==> config.mk <==
export PLATFORM = sky130hd
export DESIGN_NAME = maze_map_tx
export DESIGN_NICKNAME = d
export VERILOG_FILES = /design/src/rtl/maze_map_tx.sv
export SDC_FILE = /design/constraint.sdc
export NUM_CORES = 1
export LEC_CHECK = 0
export BUFFER_PORTS_ARGS = -buffer_cell sky130_fd_sc_hd__buf_4
export CAP_MARGIN = 20
export CORE_ASPECT_RATIO = 0.6
export CORE_UTILIZATION = 52
export DETAILED_ROUTE_END_ITERATION = 8
export MAX_ROUTING_LAYER = met4
export PLACE_DENSITY = 0.67
export SLEW_MARGIN = 10
export SYNTH_ARGS = -nofsm -noshare
export SYNTH_HDL_FRONTEND = slang
export SYNTH_SLANG_ARGS = --single-unit
==> constraint.sdc <==
create_clock -name i_clk -period 18.6 [get_ports i_clk]
set_input_delay 1.86 -clock i_clk [delete_from_list [all_inputs] [get_ports i_clk]]
set_output_delay 1.86 -clock i_clk [all_outputs]
set_load 0.005 [all_outputs]
==> src/rtl/maze_map_tx.sv <==
// Maze-runner frame source: builds a legal 64-row obstacle map from an LFSR,
// streams it on the map bus, then polices the runner's response protocol.
module maze_map_tx #(
  parameter logic [15:0] SEED    = 16'hACE1,
  parameter int          LAT_MAX = 3000
) (
  input  logic       i_clk,
  input  logic       i_rst,
  input  logic       i_start,
  input  logic       i_out_valid,
  input  logic [1:0] i_out,
  output logic       o_in_valid,
  output logic [2:0] o_guy,
  output logic [1:0] o_in0,
  output logic [1:0] o_in1,
  output logic [1:0] o_in2,
  output logic [1:0] o_in3,
  output logic [1:0] o_in4,
  output logic [1:0] o_in5,
  output logic [1:0] o_in6,
  output logic [1:0] o_in7,
  output logic       o_busy,
  output logic       o_done,
  output logic [3:0] o_err
);

  typedef enum logic [1:0] {S_IDLE, S_GEN, S_SEND, S_WAIT} state_t;

  localparam logic [11:0] LAT_LAST = 12'(LAT_MAX - 1);

  state_t      r_state, w_state_next;
  logic [15:0] r_lfsr;
  logic [5:0]  r_idx;
  logic [2:0]  r_exit, r_reach, r_guy_hold;
  logic        r_pend;
  logic [15:0] r_mem [0:63];
  logic [15:0] r_row;
  logic [11:0] r_lat;
  logic [6:0]  r_run;
  logic        r_seen;
  logic        r_in_valid, r_busy, r_done;
  logic [2:0]  r_guy;
  logic [3:0]  r_err;

  logic        w_timeout, w_run_end;
  logic [15:0] w_lfsr_next;
  logic [1:0]  w_type, w_mark;
  logic [2:0]  w_r;
  logic [3:0]  w_exit4, w_r4, w_left4, w_right4, w_span4, w_offs4, w_new4;
  logic        w_obst;
  logic [15:0] w_obst_row, w_row;
  logic [5:0]  w_rd_addr;

  assign w_lfsr_next = {r_lfsr[0] ^ r_lfsr[2] ^ r_lfsr[3] ^ r_lfsr[5], r_lfsr[15:1]};

  // Row type 3 folds into "free"; type 2 (jump) gets one column less reach than type 1.
  assign w_type   = (r_lfsr[1:0] == 2'd3) ? 2'd0 : r_lfsr[1:0];
  assign w_r      = (w_type == 2'd1) ? r_reach : r_reach - 3'd1;
  assign w_exit4  = {1'b0, r_exit};
  assign w_r4     = {1'b0, w_r};
  assign w_left4  = (w_exit4 >= w_r4) ? w_exit4 - w_r4 : 4'd0;
  assign w_right4 = (w_exit4 + w_r4 > 4'd7) ? 4'd7 : w_exit4 + w_r4;
  assign w_span4  = w_right4 - w_left4 + 4'd1;
  assign w_offs4  = 4'(r_lfsr[7:2] % {2'b00, w_span4});
  assign w_new4   = w_left4 + w_offs4;
  assign w_mark   = (w_type == 2'd1) ? 2'b10 : 2'b01;
  assign w_obst   = (r_idx != 6'd0) && !r_pend && (w_type != 2'd0);

  genvar gi;
  generate
    for (gi = 0; gi < 8; gi++) begin : g_cell
      assign w_obst_row[2*gi+1 -: 2] = (w_new4 == 4'(gi)) ? w_mark : 2'b11;
    end
  endgenerate

  assign w_row     = w_obst ? w_obst_row : 16'h0000;
  assign w_rd_addr = (r_state == S_SEND) ? r_idx + 6'd1 : 6'd0;

  always_comb begin
    w_state_next = r_state;
    w_timeout    = 1'b0;
    w_run_end    = 1'b0;
    case (r_state)
      S_IDLE: if (i_start) w_state_next = S_GEN;
      S_GEN:  if (r_idx == 6'd63) w_state_next = S_SEND;
      S_SEND: if (r_idx == 6'd63) w_state_next = S_WAIT;
      S_WAIT: begin
        if (r_seen) begin
          if (!i_out_valid) begin
            w_run_end    = 1'b1;
            w_state_next = S_IDLE;
          end
        end else if (!i_out_valid && r_lat == LAT_LAST) begin
          w_timeout    = 1'b1;
          w_state_next = S_IDLE;
        end
      end
      default: w_state_next = S_IDLE;
    endcase
  end

  always_ff @(posedge i_clk) begin
    if (r_state == S_GEN && !i_rst) r_mem[r_idx] <= w_row;
  end

  // Registered read doubles as the in0..in7 output register.
  always_ff @(posedge i_clk) begin
    if (i_rst) r_row <= '0;
    else if (w_state_next == S_SEND) r_row <= r_mem[w_rd_addr];
    else r_row <= '0;
  end

  always_ff @(posedge i_clk) begin
    if (i_rst) begin
      r_state    <= S_IDLE;
      r_lfsr     <= SEED;
      r_idx      <= '0;
      r_exit     <= '0;
      r_reach    <= 3'd1;
      r_pend     <= 1'b0;
      r_guy_hold <= '0;
      r_lat      <= '0;
      r_run      <= '0;
      r_seen     <= 1'b0;
      r_in_valid <= 1'b0;
      r_guy      <= '0;
      r_busy     <= 1'b0;
      r_done     <= 1'b0;
      r_err      <= '0;
    end else begin
      r_state    <= w_state_next;
      r_in_valid <= (w_state_next == S_SEND);
      r_busy     <= (w_state_next != S_IDLE);
      r_done     <= w_timeout | w_run_end;
      r_guy      <= (r_state == S_GEN && w_state_next == S_SEND) ? r_guy_hold : 3'd0;
      r_idx      <= (r_state == S_GEN || r_state == S_SEND) ? r_idx + 6'd1 : 6'd0;

      if (r_state == S_GEN) begin
        r_lfsr <= w_lfsr_next;
        if (r_idx == 6'd0) begin
          r_guy_hold <= r_lfsr[2:0];
          r_exit     <= r_lfsr[2:0];
          r_reach    <= 3'd1;
          r_pend     <= 1'b0;
        end else if (r_pend) begin
          r_pend <= 1'b0;
        end else if (w_type == 2'd0) begin
          if (r_reach != 3'd7) r_reach <= r_reach + 3'd1;
        end else begin
          r_exit  <= w_new4[2:0];
          r_reach <= 3'd2;
          r_pend  <= 1'b1;
        end
      end

      if (r_state == S_WAIT) begin
        if (i_out_valid) begin
          r_seen <= 1'b1;
          if (r_run != 7'd127) r_run <= r_run + 7'd1;
        end else if (!r_seen) begin
          r_lat <= r_lat + 12'd1;
        end
      end else begin
        r_lat  <= '0;
        r_run  <= '0;
        r_seen <= 1'b0;
      end

      if (r_state == S_IDLE && i_start) begin
        r_err <= '0;
      end else begin
        if (w_timeout) r_err[0] <= 1'b1;
        if (w_run_end && r_run != 7'd63) r_err[1] <= 1'b1;
        if ((r_state == S_SEND || r_state == S_WAIT) && !i_out_valid && i_out != 2'd0)
          r_err[2] <= 1'b1;
        if (r_state == S_SEND && i_out_valid) r_err[3] <= 1'b1;
      end
    end
  end

  assign o_in_valid = r_in_valid;
  assign o_guy      = r_guy;
  assign o_busy     = r_busy;
  assign o_done     = r_done;
  assign o_err      = r_err;
  assign o_in0      = r_row[1:0];
  assign o_in1      = r_row[3:2];
  assign o_in2      = r_row[5:4];
  assign o_in3      = r_row[7:6];
  assign o_in4      = r_row[9:8];
  assign o_in5      = r_row[11:10];
  assign o_in6      = r_row[13:12];
  assign o_in7      = r_row[15:14];

endmodule

### Word-level counts from Yosys, hierarchy flattened

Memory sizes are Yosys's and may differ from the RTL's. A register that Yosys moved wholly into a read port is not among the register bits.
Index checks and enable logic that the tools add are counted.
W data, S select, Z words.

* memory bits (writable): 1024
* output and inout port bits: 26
* memories kept: 1
* bits in latches: 0
* memory bits (read-only): 0
* bits in registers: 64

* $mul: 0
* reductions and logical operators: 33
* mux-type cells: 40
* shift-type cells: 0
* bitwise gates (word level): 10
* magnitude comparators: 2
* eq/ne operators: 21
* add/subtract/negate cells: 10
* div/mod/pow operators: 1

Memories
* r_mem: words 64, bits a word 16, rd ports 1, clocked after memory_dff 1, write ports 1, line 36 `logic [15:0] r_mem [0:63];`

Operator list (count)
* $mux W2: 16
* $mux W3: 8
* $eq A4 B3 Y1 const B: 4
* $mux W16: 1
* $add A12 B1 Y12 const B: 1
* $eq A12 B12 Y1 const B: 1
* $mux W1: 11
* $logic_and A1 B1 Y1: 10
* $reduce_or A2 Y1: 5
* $eq A2 B2 Y1 const B: 4
* $eq A4 B2 Y1 const B: 2
* $mux W4: 2
* $pmux W2 S4: 1
* $add A7 B1 Y7 const B: 1
* $ne A7 B6 Y1 const B: 1
* $ne A7 B7 Y1 const B: 1
* $add A6 B1 Y6 const B: 1
* $eq A6 B6 Y1 const B: 1
* $logic_not A6 Y1: 1
* $mod A6 B4 Y6: 1
* $mux W6: 1
* $not A1 Y1: 6
* $reduce_and A2 Y1: 3
* $reduce_and A3 Y1: 2
* 23 further kinds: 32

### Logic depth before layout (Yosys ltp)

Gate-level depths: netlist (run 1).

* depth after elaboration: 14
* depth in mapped cells: 60

### Worst setup path after synthesis (run 1)

OpenSTA, ideal clock, no wires.

* path kind: reg-to-reg
* start: register r_lfsr[0]
* end: memory r_mem[0][10] (data pin)
* library setup time: 588 ps
* clock period less this slack: 14882 ps
* path slack: 3718 ps
* arrival time: 14294 ps
* stages on the path, launching flop included: 57
* data required time: 18012 ps
* cell sequence: dfxtp_1 ha_1 clkbuf_1 clkinv_1 mux2i_1 inv_1 fa_1 fa_1 or2_2 nand2_1 xnor2_1 ha_1 inv_1 fa_1 xnor2_1 nor2_1 mux2i_2 nor2_1 [21 not listed] o22ai_1 a21oi_1 mux2_4 inv_1 ha_1 a21bo_2 a21o_1 a21o_1 a31oi_1 nand3_1 o22a_2 mux2_2 ha_1 nor2b_1 a21oi_1 o311ai_4 and3b_1 a31oi_1

* cells in the longest elaborated chain, start to end: 14
* elaborated cells on any way between the ends: 20

RTL lines
* start, declared: line 32 `logic [15:0] r_lfsr;`
* start signal, assigned: line 139 `r_lfsr <= w_lfsr_next;`
* $eq A2 B2 Y1: line 57 `assign w_type = (r_lfsr[1:0] == 2'd3) ? 2'd0 : r_lfsr[1:0];`
* $mux W2 (*): line 57
* $eq A2 B1 Y1: line 58, 66
* $mux W3: line 58 `assign w_r = (w_type == 2'd1) ? r_reach : r_reach - 3'd1;`
* $add A3 B3 Y4: line 62 `assign w_right4 = (w_exit4 + w_r4 > 4'd7) ? 4'd7 : w_exit4 + w_r4;`
* $gt A4 B3 Y1: line 62
* $mux W4: line 62
* $sub A4 B4 Y4: line 63 `assign w_span4 = w_right4 - w_left4 + 4'd1;`
* $add A4 B1 Y4: line 63
* $mod A6 B4 Y6: line 64 `assign w_offs4 = 4'(r_lfsr[7:2] % {2'b00, w_span4});`
* $add A4 B4 Y4: line 65 `assign w_new4 = w_left4 + w_offs4;`
* $eq A4 B3 Y1: line 72 `assign w_obst_row[2*gi+1 -: 2] = (w_new4 == 4'(gi)) ? w_mark : 2'b11;`
* $mux W2: line 72
* $mux W16 (*): line 76 `assign w_row = w_obst ? w_obst_row : 16'h0000;`
* named net w_row[10]: line 51 `logic [15:0] w_obst_row, w_row;`
* end, declared: line 36

Mark *: on every way through the listed nets, which the timed path passes. The rest lies on a longest branch.

### Worst setup path in the final report (run 1)

* start: register r_lfsr[0]
* end: memory r_mem[25][10] (data pin)

The elaborated chain is that of the path after synthesis.

==> results of run 1 <==
registers in the layout, indices dropped and copies added (netlist names):
register    flops
r_mem        1024
r_lfsr         16
r_row          16
r_lat          12
r_run           7
r_idx           6
o_err           4
o_guy           3
r_exit          3
r_guy_hold      3
r_reach         3
r_state         2
o_busy          1
o_done          1
o_in_valid      1
r_pend          1
r_seen          1
cell usage after synthesis (all sizes together), types with 6 or more instances:
library cell     n  area share [%]
o21ai           42            0.47
xnor2           21            0.42
nand2          517             4.3
nor3b            7            0.14
a32oi            9            0.17
o221ai          21            0.45
mux4            75             3.7
inv             36            0.30
nor2b           73             1.0
buf             34            0.31
o211ai           8            0.13
nand3          122             1.4
or3              7           0.097
a21o             6            0.10
dfxtp           80             3.5
a21oi           96             1.1
o21a             6            0.10
and2             7           0.097
mux2i          120             2.7
a211oi         102             1.7
ha              46             1.3
nand2b           7           0.097
xor2            16            0.31
a311oi         123             2.4
clkbuf         167             1.4
nor3            31            0.34
a31oi           51            0.72
mux2             6            0.17
nor2           151             1.3
a221oi           8            0.16
o311ai          15            0.33
edfxtp        1024              68
o22ai           14            0.21
per-stage QoR:
step                cells  hold WS [ps]
floorplan            3102           432
global placement     4187           455
detailed placement   4189           457
CTS                  4363           466
global route         4370           489
finish               4371           466
worst max-delay path by stage:
stage | from | endpoint | cells after the start
after floorplan | r_lfsr[0] | r_mem[0][10] | 56
after global placement | r_lfsr[0] | r_mem[36][10] | 56
after detailed placement | r_lfsr[0] | r_mem[33][10] | 56
after CTS | r_lfsr[0] | r_mem[41][10] | 56
after global routing | r_lfsr[0] | r_mem[24][10] | 57
final | r_lfsr[0] | r_mem[25][10] | 57
layout make-up:
| class | instances | area, µm² |
|---|---|---|
| diodes | 1 | 2.50 |
| clock buffers | 121 | 2520 |
| clock inverters | 53 | 520 |
| fillers | 6451 | 35400 |
| inverters | 38 | 143 |
| multi-input cells | 1759 | 12300 |
| flip-flops and latches | 1104 | 32400 |
| well taps | 1147 | 1440 |
| repair buffers | 148 | 1170 |
layout by cell type, fill, tap and decap left out, drive strengths merged, types with 6 or more instances in the layout:
master and n:
mux2i 120, nand2 517, buf 147, edfxtp 1024
inv 40, a311oi 123, nand3 122, nand2b 7
a211oi 102, o21a 6, o311ai 15, xor2 16
mux2 6, or3 7, ha 46, a21o 6
clkinv 38, and2 7, a32oi 9, clkbuf 122
a221oi 8, mux4 75, o22ai 14, nor3 31
a21oi 96, bufinv 9, o211ai 8, a31oi 51
nor2 151, dfxtp 80, o21ai 42, o221ai 21
xnor2 21, nor3b 7, nor2b 73
routing by layer:
metal	share of wire [%]	routed length (µm)	GRT usage (%)	vias up
li1	-	-	-	12000
met1	41	52000	43.2	14200
met2	42	52700	39.9	1799
met3	14	18000	9.24	229
met4	2.6	3260	7.59	0
met5	0	0	-	-
critical path, delay by kind of cell, from the launching register on:
kind | cells | cell delay [ps]
flops | 1 | 440
buf+inv | 6 | 1890
compound gates | 19 | 5970
mux | 5 | 1870
xor+xnor | 2 | 630
simple gates | 14 | 2280
fa+ha+maj | 11 | 4060
logic make-up (layout without fill, tap and decap cells):
kind of cell	after synthesis	after routing	synth area share, %
simple gates	949	949	9.12
mux	201	201	6.58
flops	1104	1104	71.7
compound gates	521	521	8.39
fa+ha+maj	51	51	1.50
other cells	0	1	0
buf+inv	239	360	2.01
xor+xnor	37	37	0.735
==> impl_metrics.ini, run 1 <==
[status]
status = finished, final reports clean

[floorplan]
dieHeight_um = 230
die_x_um = 382
ios = 32
core-area_um2 = 85800
die_area_um2 = 88000
rows = 83
start_util_pct = 52.6

[setup_path]
r2r-end = r_mem[25][10]
slowest_stage = a31oi_4
cp-start-kind = register
worstPathArrival_ps = 17880
cp.required_ps = 19070
regToRegSetupSlack_ps = 1190
crit_top_cell = ha_1
crit_type = register to register
r2r_start = r_lfsr[0]
critical_path.max_fanout = 33
r2r_cells = 57
end_kind = register
slowest_delay_ps = 1000

[drt]
viasPerCell = 6.45
drtIter0Drc = 4385
routed_wl_um = 126000
vias = 28200
drt.antenna.violating_nets = 0
firstDrtPassIters = 7
drc = 0
wire_per_inst_um = 28.8

[global_route]
grt_max_degree = 144
grt_pass1_wl_um = 182000
grt_pass1_vias = 26700
grt-ovfl-total = 0
track_usage_pct = 29.5
antenna_found_initial = 0

[sta]
slew_violations = 0
post-route-period-util_pct = 93.6
tightest_slew_ps = 1270
finalSetupTns_ps = 0
finalHoldViolations = 0
skew_ps = 25.5
post-route-min-period_ps = 17410
setup_viol = 0
setup_ws_ps = 1190
grt_setup_unrepaired = no
slew_headroom_pct = 14.8
fmax_ghz = 0.0574

[worst_hold_path]
min_from = r_guy_hold[2]
holdCritPathClass = register to register
hold_path_end = r_guy_hold[2]
min_path_cells = 2

[place]
dpl-instance-area_um2 = 47300
finalWeightedCongestion = 0.892
portBuffers = 31
hpwl_um = 73700
place_ws_ps = 906

[logic_synthesis]
ys_seq_elements = 1104
yosys_most_used_dff = edfxtp_1
synthesis.area_um2 = 45100
syn_nets = 3159
avgSynthCellArea_um2 = 14.6
async_reset_ff_share_pct = 0
synth-edff-count = 1024
yosysSeqAreaShare_pct = 71.7
synthesis.instances = 3102
synth_warnings = 0
synth_cell_types = 72

[cts]
clkTransAtPathRegs_ps = 60
cts_resized = 0
cts_hold_buf = 0
clock_latency_ps = 700
cts_buffers = 96
cts_root_buffer = clkbuf_16
cts_sinks = 1104
cts_tree = built
cts_max_path_buffers = 3
cts_setup_buffers = 0
htree_levels = 3

[cells_and_area]
layout.nets = 3204
postLayoutCellArea_um2 = 50400
area_delta_synth_final_pct = 11.6
final_util_pct = 58.8
drive_above_1_share_pct = 12.9

[run]
max_cap_violations = 0
Power of run 1 is not shown: default switching activity piles up to over one toggle a cycle in this logic, so the estimate is an artifact.
==> run 2: changes to the inputs <==
--- a/config.mk
+++ b/config.mk
@@ -5,6 +5,7 @@
 export SDC_FILE = /design/constraint.sdc
 export NUM_CORES = 1
 export LEC_CHECK = 0
+export ABC_AREA = 1
 export BUFFER_PORTS_ARGS = -buffer_cell sky130_fd_sc_hd__buf_4
 export CAP_MARGIN = 20
 export CORE_ASPECT_RATIO = 0.6
==> impl_metrics.ini, run 2 <==
[status]
status = finished, final reports clean

[setup_path]
r2r-end = r_mem[36][3]
slowest_stage = inv_2
worstPathArrival_ps = 12960
crit_type = register to register
crit_family = adder cells
slowest_delay_ps = 780
cp-start-kind = register
cp.required_ps = 18920
regToRegSetupSlack_ps = 5960
end_kind = register
r2r_start = r_lfsr[0]
critical_path.max_fanout = 64
r2r_cells = 66
cp_num_buf_inv = 15
crit_top_cell = nand2_1

[place]
portBuffers = 31
hpwl_um = 65200
place_ws_ps = 6030
finalWeightedCongestion = 0.874

[cells_and_area]
top_register = r_mem
final_common_cell = edfxtp_1
largest_register_ffs = 1024
mostFrequentLayoutCells = 1,024 x edfxtp_1, 699 x nor2_1, 361 x o21ai_0, 154 x o221ai_1, 134 x nand3_1
drive_above_1_share_pct = 9.64
layout.nets = 3578
final_util_pct = 59.1
area_delta_synth_final_pct = 11.3
antenna_cells = 0
top_regs = r_mem (1024), r_lfsr (16), r_row (16)

[floorplan]
core-area_um2 = 84300
die_area_um2 = 87300
ios = 32
rows = 82
dieHeight_um = 229
die_x_um = 381
start_util_pct = 53.1

[cts]
clock_latency_ps = 690
htree_levels = 3
cts_resized = 0
cts_max_path_buffers = 3
cts_root_buffer = clkbuf_16
cts_tree = built
cts_sinks = 1104
clkTransAtPathRegs_ps = 70
cts_hold_buf = 0
cts_buffers = 98
cts_setup_buffers = 0

[worst_hold_path]
min_path_cells = 2
hold_path_end = o_err[2]
min_from = o_err[2]
holdCritPathClass = register to register

[sta]
post-route-period-util_pct = 68.0
fmax_ghz = 0.0791
tightest_slew_ps = 1200
setup_viol = 0
skew_ps = 16.4
slew_violations = 0
slew_headroom_pct = 19.0
finalSetupTns_ps = 0
grt_setup_unrepaired = no
post-route-min-period_ps = 12640
finalHoldViolations = 0
setup_ws_ps = 5960

[logic_synthesis]
yosysSeqAreaShare_pct = 72.3
yosys_most_used_dff = edfxtp_1
synthesis.instances = 3506
synthesis.area_um2 = 44800
yosys.area.top_type = edfxtp_1
synth_warnings = 0
yosys.area.top_type_share_pct = 68.7
synth_area_leaders = edfxtp_1 69%, nor2_1 5.9%, o21ai_0 4.0%
synth_cell_types = 54
synthTopCellsByCount = 1,024 x edfxtp_1, 706 x nor2_1, 361 x o21ai_0, 196 x clkbuf_1, 154 x o221ai_1
syn_nets = 3563
avgSynthCellArea_um2 = 12.8
yosys.cell_count.top_type = edfxtp_1
async_reset_ff_share_pct = 0
ys_seq_elements = 1104
synth-edff-count = 1024

[global_route]
grt_pass1_wl_um = 182000
track_usage_pct = 29.1
grt_pass1_vias = 26900
antenna_found_initial = 1
grt_max_degree = 195
grt-ovfl-total = 0

[drt]
routed_wl_um = 125000
viasPerCell = 6.29
vias = 29800
drt.antenna.violating_nets = 0
drc = 0
firstDrtPassIters = 5
drtIter0Drc = 4748
wire_per_inst_um = 26.3

[run]
max_cap_violations = 0
==> run 2: final cells by class <==
type	instances	area (µm²)
Clock inverter	52	477
Inverter	140	552
Multi-Input combinational cell	2035	11100
Timing Repair Buffer	142	1260
Tap cell	1134	1420
Clock buffer	128	2690
Sequential cell	1104	32400
Fill cell	6572	34500
==> run 2: cell families (layout without fill, tap and decap cells) <==
| logic type | Yosys count | in the layout | synth area share [%] |
|---|---|---|---|
| AOI/OAI and AO/OA | 874 | 874 | 12.5 |
| xor gates and xnor gates | 19 | 19 | 0.414 |
| adders and majority gates | 51 | 51 | 1.51 |
| buffers and inverters | 367 | 462 | 3.12 |
| DFF | 1104 | 1104 | 72.3 |
| and+or+nand+nor | 1091 | 1091 | 10.2 |
==> run 2: worst max path at each step <==
stage	slack, ps	cells after the start	start	to
4_1_cts	5910	66	r_lfsr[0]	r_mem[29][6]
2_1_floorplan	7850	68	r_lfsr[1]	r_mem[0][1]
3_3_place_gp	6170	66	r_lfsr[0]	r_mem[11][4]
3_5_place_dp	6030	66	r_lfsr[0]	r_mem[14][6]
6_report	5960	66	r_lfsr[0]	r_mem[36][3]
5_1_grt	4840	67	r_lfsr[0]	r_mem[34][3]
==> run 2: per-layer routing <==
| layer | up-vias | global-route usage (%) | share of wire (%) |
|---|---|---|---|
| met4 | 0 | 6.78 | 1.9 |
| li1 | 13200 | - | - |
| met2 | 1871 | 37.7 | 41 |
| met1 | 14600 | 45.4 | 44 |
| met3 | 161 | 7.02 | 13 |
| met5 | - | - | 0 |
==> run 2: through the flow <==
step                instance area, µm²  hold slack, ps  std cells
floorplan                        44800             408       3506
global placement                 46400             441       4539
detailed placement               46400             446       4542
CTS                              49600             457       4722
global route                     49800             479       4735
finish                           49800             457       4735
==> run 2: worst register-to-register path, delay by kind of cell, from the launching register on <==
kind / cells / cell delay (ps)
DFF: 1 / 410
adders and majority gates: 11 / 3660
and+or+nand+nor: 23 / 2320
buffers and inverters: 15 / 2220
xor gates and xnor gates: 3 / 700
AOI/OAI and AO/OA: 14 / 2840
Power of run 2 is left out for the same reason.
